===== config.mk =====
export PLATFORM = sky130hd
export DESIGN_NAME = ex_muldiv_unit
export DESIGN_NICKNAME = d
export VERILOG_FILES = /design/src/rtl/ex_muldiv_unit.sv
export SDC_FILE = /design/constraint.sdc
export NUM_CORES = 1
export LEC_CHECK = 0
export CAP_MARGIN = 25
export CORE_MARGIN = 8
export CORE_UTILIZATION = 25
export DETAILED_ROUTE_END_ITERATION = 8
export PLACE_DENSITY_LB_ADDON = 0.3
export SLEW_MARGIN = 5
export SYNTH_ARGS = -nofsm -noshare
export SYNTH_HDL_FRONTEND = slang
export SYNTH_SLANG_ARGS = --single-unit

===== constraint.sdc =====
create_clock -name clk -period 13.41 [get_ports clk]
set_input_delay 2.682 -clock clk [delete_from_list [all_inputs] [get_ports clk]]
set_output_delay 2.682 -clock clk [all_outputs]
set_load 0.01 [all_outputs]

===== src/rtl/ex_muldiv_unit.sv =====
// Purpose: iterative RV32M multiply/divide for the EX stage (shift-add multiply, restoring divide).
// Latency: XLEN+1 cycles from start to result_valid; divide-by-zero/overflow finish in 1 cycle.
// Backpressure: holds the pipeline through stall_req until DONE; kill aborts the op in any state.
//
// Ports:
//   clk, rst_n      pipeline clock (rising edge), asynchronous active-low reset
//   accel_instr_ex  EX holds an M-extension op; funct3_ex selects which one
//   op_a, op_b      forwarded rs1/rs2 values, sampled only when the op starts
//   kill            flush of EX: abandon the op, return to IDLE
//   stall_req       hold IF/ID/EX while the op is in progress
//   busy            unit is not idle
//   result_valid    result is final this cycle (DONE)
//   result          rd write data; holds its last value between ops
module ex_muldiv_unit #(
  parameter int XLEN = 32
) (
  input  logic            clk,
  input  logic            rst_n,
  input  logic            accel_instr_ex,
  input  logic [2:0]      funct3_ex,
  input  logic [XLEN-1:0] op_a,
  input  logic [XLEN-1:0] op_b,
  input  logic            kill,
  output logic            stall_req,
  output logic            busy,
  output logic            result_valid,
  output logic [XLEN-1:0] result
);

  localparam int CW = $clog2(XLEN);

  typedef enum logic [1:0] {S_IDLE, S_BUSY, S_DONE} state_t;

  state_t          r_state;
  state_t          w_state_nxt;
  logic [CW-1:0]   r_cnt;
  logic [2:0]      r_funct3;
  logic            r_neg_q;   // product / quotient sign
  logic            r_neg_r;   // remainder sign (dividend sign)
  logic [XLEN-1:0] r_b;       // multiplicand or divisor magnitude
  logic [XLEN-1:0] r_hi;      // product high half / partial remainder
  logic [XLEN-1:0] r_lo;      // multiplier shifting out / dividend shifting into quotient
  logic [XLEN-1:0] r_result;

  // ---- operand decode at start ----
  logic            w_is_div, w_a_signed, w_b_signed, w_a_neg, w_b_neg;
  logic            w_div_zero, w_ovf, w_special, w_start, w_last;
  logic [XLEN-1:0] w_a_mag, w_b_mag, w_special_res;

  assign w_is_div   = funct3_ex[2];
  assign w_a_signed = w_is_div ? ~funct3_ex[0] : (funct3_ex[1:0] != 2'b11);
  assign w_b_signed = w_is_div ? ~funct3_ex[0] : ~funct3_ex[1];
  assign w_a_neg    = w_a_signed & op_a[XLEN-1];
  assign w_b_neg    = w_b_signed & op_b[XLEN-1];
  assign w_a_mag    = w_a_neg ? -op_a : op_a;
  assign w_b_mag    = w_b_neg ? -op_b : op_b;

  assign w_div_zero = w_is_div & (op_b == '0);
  assign w_ovf      = w_is_div & ~funct3_ex[0] & (op_a == {1'b1, {(XLEN-1){1'b0}}}) & (op_b == '1);
  assign w_special  = w_div_zero | w_ovf;
  // funct3[1] distinguishes REM/REMU from DIV/DIVU
  assign w_special_res = w_div_zero ? (funct3_ex[1] ? op_a : '1)
                                    : (funct3_ex[1] ? '0 : op_a);

  assign w_start = accel_instr_ex & ~kill & (r_state == S_IDLE);
  assign w_last  = (r_cnt == CW'(XLEN-1));

  // ---- one iteration ----
  logic [XLEN:0]   w_mul_sum, w_trial, w_diff;
  logic            w_qbit;
  logic [XLEN-1:0] w_hi_nxt, w_lo_nxt;

  // Multiply: add multiplicand into high half when the next multiplier bit is set, shift right.
  assign w_mul_sum = {1'b0, r_hi} + (r_lo[0] ? {1'b0, r_b} : '0);
  // Divide: shift next dividend bit into the remainder; keep the subtraction if it did not borrow.
  assign w_trial   = {r_hi, r_lo[XLEN-1]};
  assign w_diff    = w_trial - {1'b0, r_b};
  assign w_qbit    = ~w_diff[XLEN];

  always_comb begin
    w_hi_nxt = r_hi;
    w_lo_nxt = r_lo;
    if (r_funct3[2]) begin
      w_hi_nxt = w_qbit ? w_diff[XLEN-1:0] : w_trial[XLEN-1:0];
      w_lo_nxt = {r_lo[XLEN-2:0], w_qbit};
    end else begin
      w_hi_nxt = w_mul_sum[XLEN:1];
      w_lo_nxt = {w_mul_sum[0], r_lo[XLEN-1:1]};
    end
  end

  // ---- sign fix-up on the final iteration ----
  logic [2*XLEN-1:0] w_prod, w_prod_s;
  logic [XLEN-1:0]   w_quo, w_rem, w_final;

  assign w_prod   = {w_hi_nxt, w_lo_nxt};
  assign w_prod_s = r_neg_q ? -w_prod : w_prod;
  assign w_quo    = r_neg_q ? -w_lo_nxt : w_lo_nxt;
  assign w_rem    = r_neg_r ? -w_hi_nxt : w_hi_nxt;

  always_comb begin
    w_final = '0;
    if (r_funct3[2])               w_final = r_funct3[1] ? w_rem : w_quo;
    else if (r_funct3[1:0] == 2'b00) w_final = w_prod_s[XLEN-1:0];
    else                           w_final = w_prod_s[2*XLEN-1:XLEN];
  end

  // ---- FSM ----
  always_ff @(posedge clk or negedge rst_n) begin
    if (!rst_n) r_state <= S_IDLE;
    else        r_state <= w_state_nxt;
  end

  always_comb begin
    w_state_nxt = r_state;
    case (r_state)
      S_IDLE: if (w_start) w_state_nxt = w_special ? S_DONE : S_BUSY;
      S_BUSY: if (w_last)  w_state_nxt = S_DONE;
      S_DONE:              w_state_nxt = S_IDLE;
      default:             w_state_nxt = S_IDLE;
    endcase
    if (kill) w_state_nxt = S_IDLE;
  end

  // ---- datapath ----
  always_ff @(posedge clk or negedge rst_n) begin
    if (!rst_n) begin
      r_cnt    <= '0;
      r_funct3 <= '0;
      r_neg_q  <= 1'b0;
      r_neg_r  <= 1'b0;
      r_b      <= '0;
      r_hi     <= '0;
      r_lo     <= '0;
      r_result <= '0;
    end else if (kill) begin
      r_cnt <= '0;
      r_b   <= '0;
      r_hi  <= '0;
      r_lo  <= '0;
    end else if (w_start) begin
      r_cnt    <= '0;
      r_funct3 <= funct3_ex;
      r_neg_q  <= w_a_neg ^ w_b_neg;
      r_neg_r  <= w_a_neg;
      r_b      <= w_b_mag;
      r_hi     <= '0;
      r_lo     <= w_a_mag;
      if (w_special) r_result <= w_special_res;
    end else if (r_state == S_BUSY) begin
      r_cnt <= r_cnt + CW'(1);
      r_hi  <= w_hi_nxt;
      r_lo  <= w_lo_nxt;
      if (w_last) r_result <= w_final;
    end
  end

  assign stall_req    = accel_instr_ex & ~kill & (r_state != S_DONE);
  assign busy         = (r_state != S_IDLE);
  assign result_valid = (r_state == S_DONE);
  assign result       = r_result;

  // The instruction must stay in EX for the whole iteration unless it is flushed.
  a_instr_held: assert property (@(posedge clk) disable iff (!rst_n)
                                 (r_state == S_BUSY) |-> (accel_instr_ex | kill));

endmodule

==> metrics.yaml <==
grt_usage_pct: 19.51
cts_root_buf: "clkbuf_16"
avgSynthCellArea_sq_um: 7.354
place_inst: 3057
core_sq_um: 64230
grt_max_degree: 98
clk_latency_ns: 0.49
worst_pin_slew_ns: 1.216
yosys.area.top_type_share_pct: 21.62
fin_skew_ns: 0.01778
initial_core_util_pct: 25.22
path_clk_slew_ns: 0.08
nFillCells: 7034
power_frac_seq_pct: 21.0
grt_pass1_vias: 16890
port_buffers: 105
synth-edff-count: 0
timing.rr.end: "result[28]"
synth_top_area_cell: "dfrtp_1"
drive_gt1_share_pct: 5.814
crit_chain: "clkdlybuf4s50_1, inv_1, ha_1, or3b_2, or3_1, nor3_1, and3_2, buf_4, o21bai_1, a22oi_1, buf_4, inv_1, buf_4, o221ai_1, nor3_1, nand4_1, o311a_1, o22a_1"
post-place-ws_ns: 5.280
synth_cells: 2203
reg2reg_slack_ns: 6.65
maxCapViolations: 0
clock_sinks: 140
power_frac_comb_pct: 58.1
setup_ws_ns: 5.710
synth_seq_area_share_pct: 21.62
path_max_fanout: 63
drt_iter0_markers: 1754
leakage_nw: 7.229
finalHoldViolations: 0
synth.most_common_cell: "nor2_1"
worstPathRequired_ns: 13.79
holdBufCountCts: 0
dp_hpwl_um: 57060
period_share_pct: 57.42
r2r_cells: 20
total_power_mw: 2.352
rows: 93
p_int_mw: 1.141
syn-cell-area_sq_um: 16200
setup_violations: 0
synth-main-ff-cell: "dfrtp_1"
arrival_ns: 8.08
rsz0062_at_grt: "false"
cts_resized: 0
cts.htree.levels: 4
status: "finished, final reports clean"
synth.distinct_cells: 92
grt_overflow: 0
critical_path_class: "primary input to register"
cp_common_cell: "buf_4"
crit_path_max_incr_delay_ns: 0.61
hold_path.class: "register to register"
firstDrtPassIters: 5
p_per_area_nw_per_um2: 126.4
p_switching_mw: 1.211
setup_tns_ns: 0
holdPathStages: 1
final-seq-area_sq_um: 3507
regToRegStartpoint: "r_hi[6]"
detail-route-antenna-nets: 0
post_cts_buffers: 0
max_freq_mhz: 129.9
ys_async_sr_fraction_pct: 100.0
multi_input_area_sq_um: 11870
grt_antenna_before_repair: 0
worstSetupStartpointType: "primary input"
drc: 0
routabilityCongestion: 0.9315
yosys-top-cells-count: "nor2_1 (221), nand2_1 (220), o21ai_0 (188), a21oi_1 (164), dfrtp_1 (140)"
syn2layout_area_growth_pct: 14.87
ys_top_cells_by_area: "dfrtp_1 (22%), o21ai_0 (5.8%), ha_1 (5.5%), nor2_1 (5.1%), nand2_1 (5.1%)"
layout_min_cycle_time_ns: 7.700
min_to: "result[15]"
dieArea_sq_um: 73200
cts_made_buffers: 17
cpMaxStageDelayCell: "nor3_1"
fin_cells: 3091
maxSlewViolCount: 0
p_sw_share_pct: 51.49
postLayoutCoreUtil_pct: 28.97
clkPwrFrac_pct: 20.9
n_antenna_cell: 0
relSlewSlack_pct: 18.91
ys_ff_latch: 140
fp.dieH_um: 270.6
dieWidth_um: 270.6
cts_tree: "built"
nets: 2367
cts_buffer_depth: 2
vdd_drop_max_v: 0.00009863
synth_warnings: 0
synth_fp_nets: 2347
vias: 17930
routedWlPerCell_um: 23.94
grt_pass1_wl_um: 111200
crit_path_end_kind: "register"
min_from: "result[15]"
routed_via_density: 5.801
drt_wl_total_um: 74010
io_pins: 106
[cells in the final DEF (no fill, tap or decap), drive strengths merged, types with 11 or more instances in the layout]
| cell | instances |
|---|---|
| nor3b | 11 |
| o221ai | 29 |
| nor2 | 221 |
| inv | 69 |
| nor3 | 79 |
| mux2 | 17 |
| nand2b | 15 |
| or3 | 52 |
| a21o | 21 |
| a221oi | 14 |
| buf | 37 |
| xnor2 | 84 |
| ha | 71 |
| nand4 | 46 |
| o211ai | 23 |
| a22oi | 21 |
| a21oi | 165 |
| nor4 | 20 |
| nand3 | 55 |
| a31oi | 45 |
| nor2b | 13 |
| a211oi | 22 |
| clkdlybuf4s50 | 104 |
| mux2i | 36 |
| clkbuf | 20 |
| and3 | 22 |
| nand2 | 220 |
| o21ai | 193 |
| and2 | 50 |
| a22o | 13 |
| xor2 | 63 |
| dfrtp | 140 |
| or4 | 13 |
| o31ai | 30 |
[cell type report]
cell class	count	share of cell area, %
clock buffer	20	2.454
clock inverter	12	0.6118
inverter	67	1.351
multi-input combinational	1856	63.77
sequential	140	18.85
tap	855	5.749
timing repair buffer	141	7.221
[flip-flops by register name, indices dropped and copies added (netlist names)]
signal,count
r_funct3,3
result,32
r_hi,32
r_neg_r,1
r_b,32
r_cnt,5
r_state,2
r_neg_q,1
r_lo,32
[metal layers]
layer,global-route usage (%),wire length [um],vias to the layer above
met5,0,0,-
met4,7.636,2674,0
met3,2.364,4508,115
met2,32.54,35070,764
met1,25.47,31760,8758
li1,-,-,8293
[power groups by stage]
| stage | sequential (mW) | combinational, mW | clock (mW) |
|---|---|---|---|
| 5_1_grt | 0.497 | 1.47 | 0.515 |
| 2_1_floorplan | 0.479 | 0.893 | 0 |
| 6_report | 0.493 | 1.37 | 0.492 |
| 3_5_place_dp | 0.500 | 1.33 | 0 |
| 4_1_cts | 0.492 | 1.34 | 0.499 |
| 3_3_place_gp | 0.499 | 1.33 | 0 |
[how the worst max path moves through the flow]
| stage | slack (ns) | end | cells past startpoint | startpoint |
|---|---|---|---|---|
| finish | 5.71 | result[26] | 18 | op_b[0] |
| CTS | 5.78 | result[26] | 18 | op_b[0] |
| detailed placement | 5.28 | result[26] | 18 | op_b[0] |
| global route | 5.41 | result[26] | 18 | op_b[0] |
| global placement | 5.45 | result[26] | 18 | op_b[0] |
| floorplan | 7.54 | result[16] | 12 | op_b[8] |
[cell families after synthesis]
family	Yosys count	synth area share [%]
flip-flops	140	21.62
buffers and inverters	207	5.259
multiplexers	53	3.429
adder cells (fa/ha/maj)	73	5.731
AO/OA/AOI/OAI	729	30.16
AND/OR/NAND/NOR	854	25.85
XOR/XNOR	147	7.947
[stage by stage]
step	area (sq um)	hold WS, ns
after floorplan	16200	0.4725
after global placement	17990	0.4898
after detailed placement	18010	0.4999
after CTS	18580	0.5148
after global routing	18610	0.5406
final	18610	0.5098
[critical path: cells and delay by family]
kind,cells,cell delay (ns)
buf+inv,6,2.18
simple gates,6,2.04
compound gates,5,0.92
fa+ha+maj,1,0.16
Note: power is estimated with default switching activity, not from simulation.
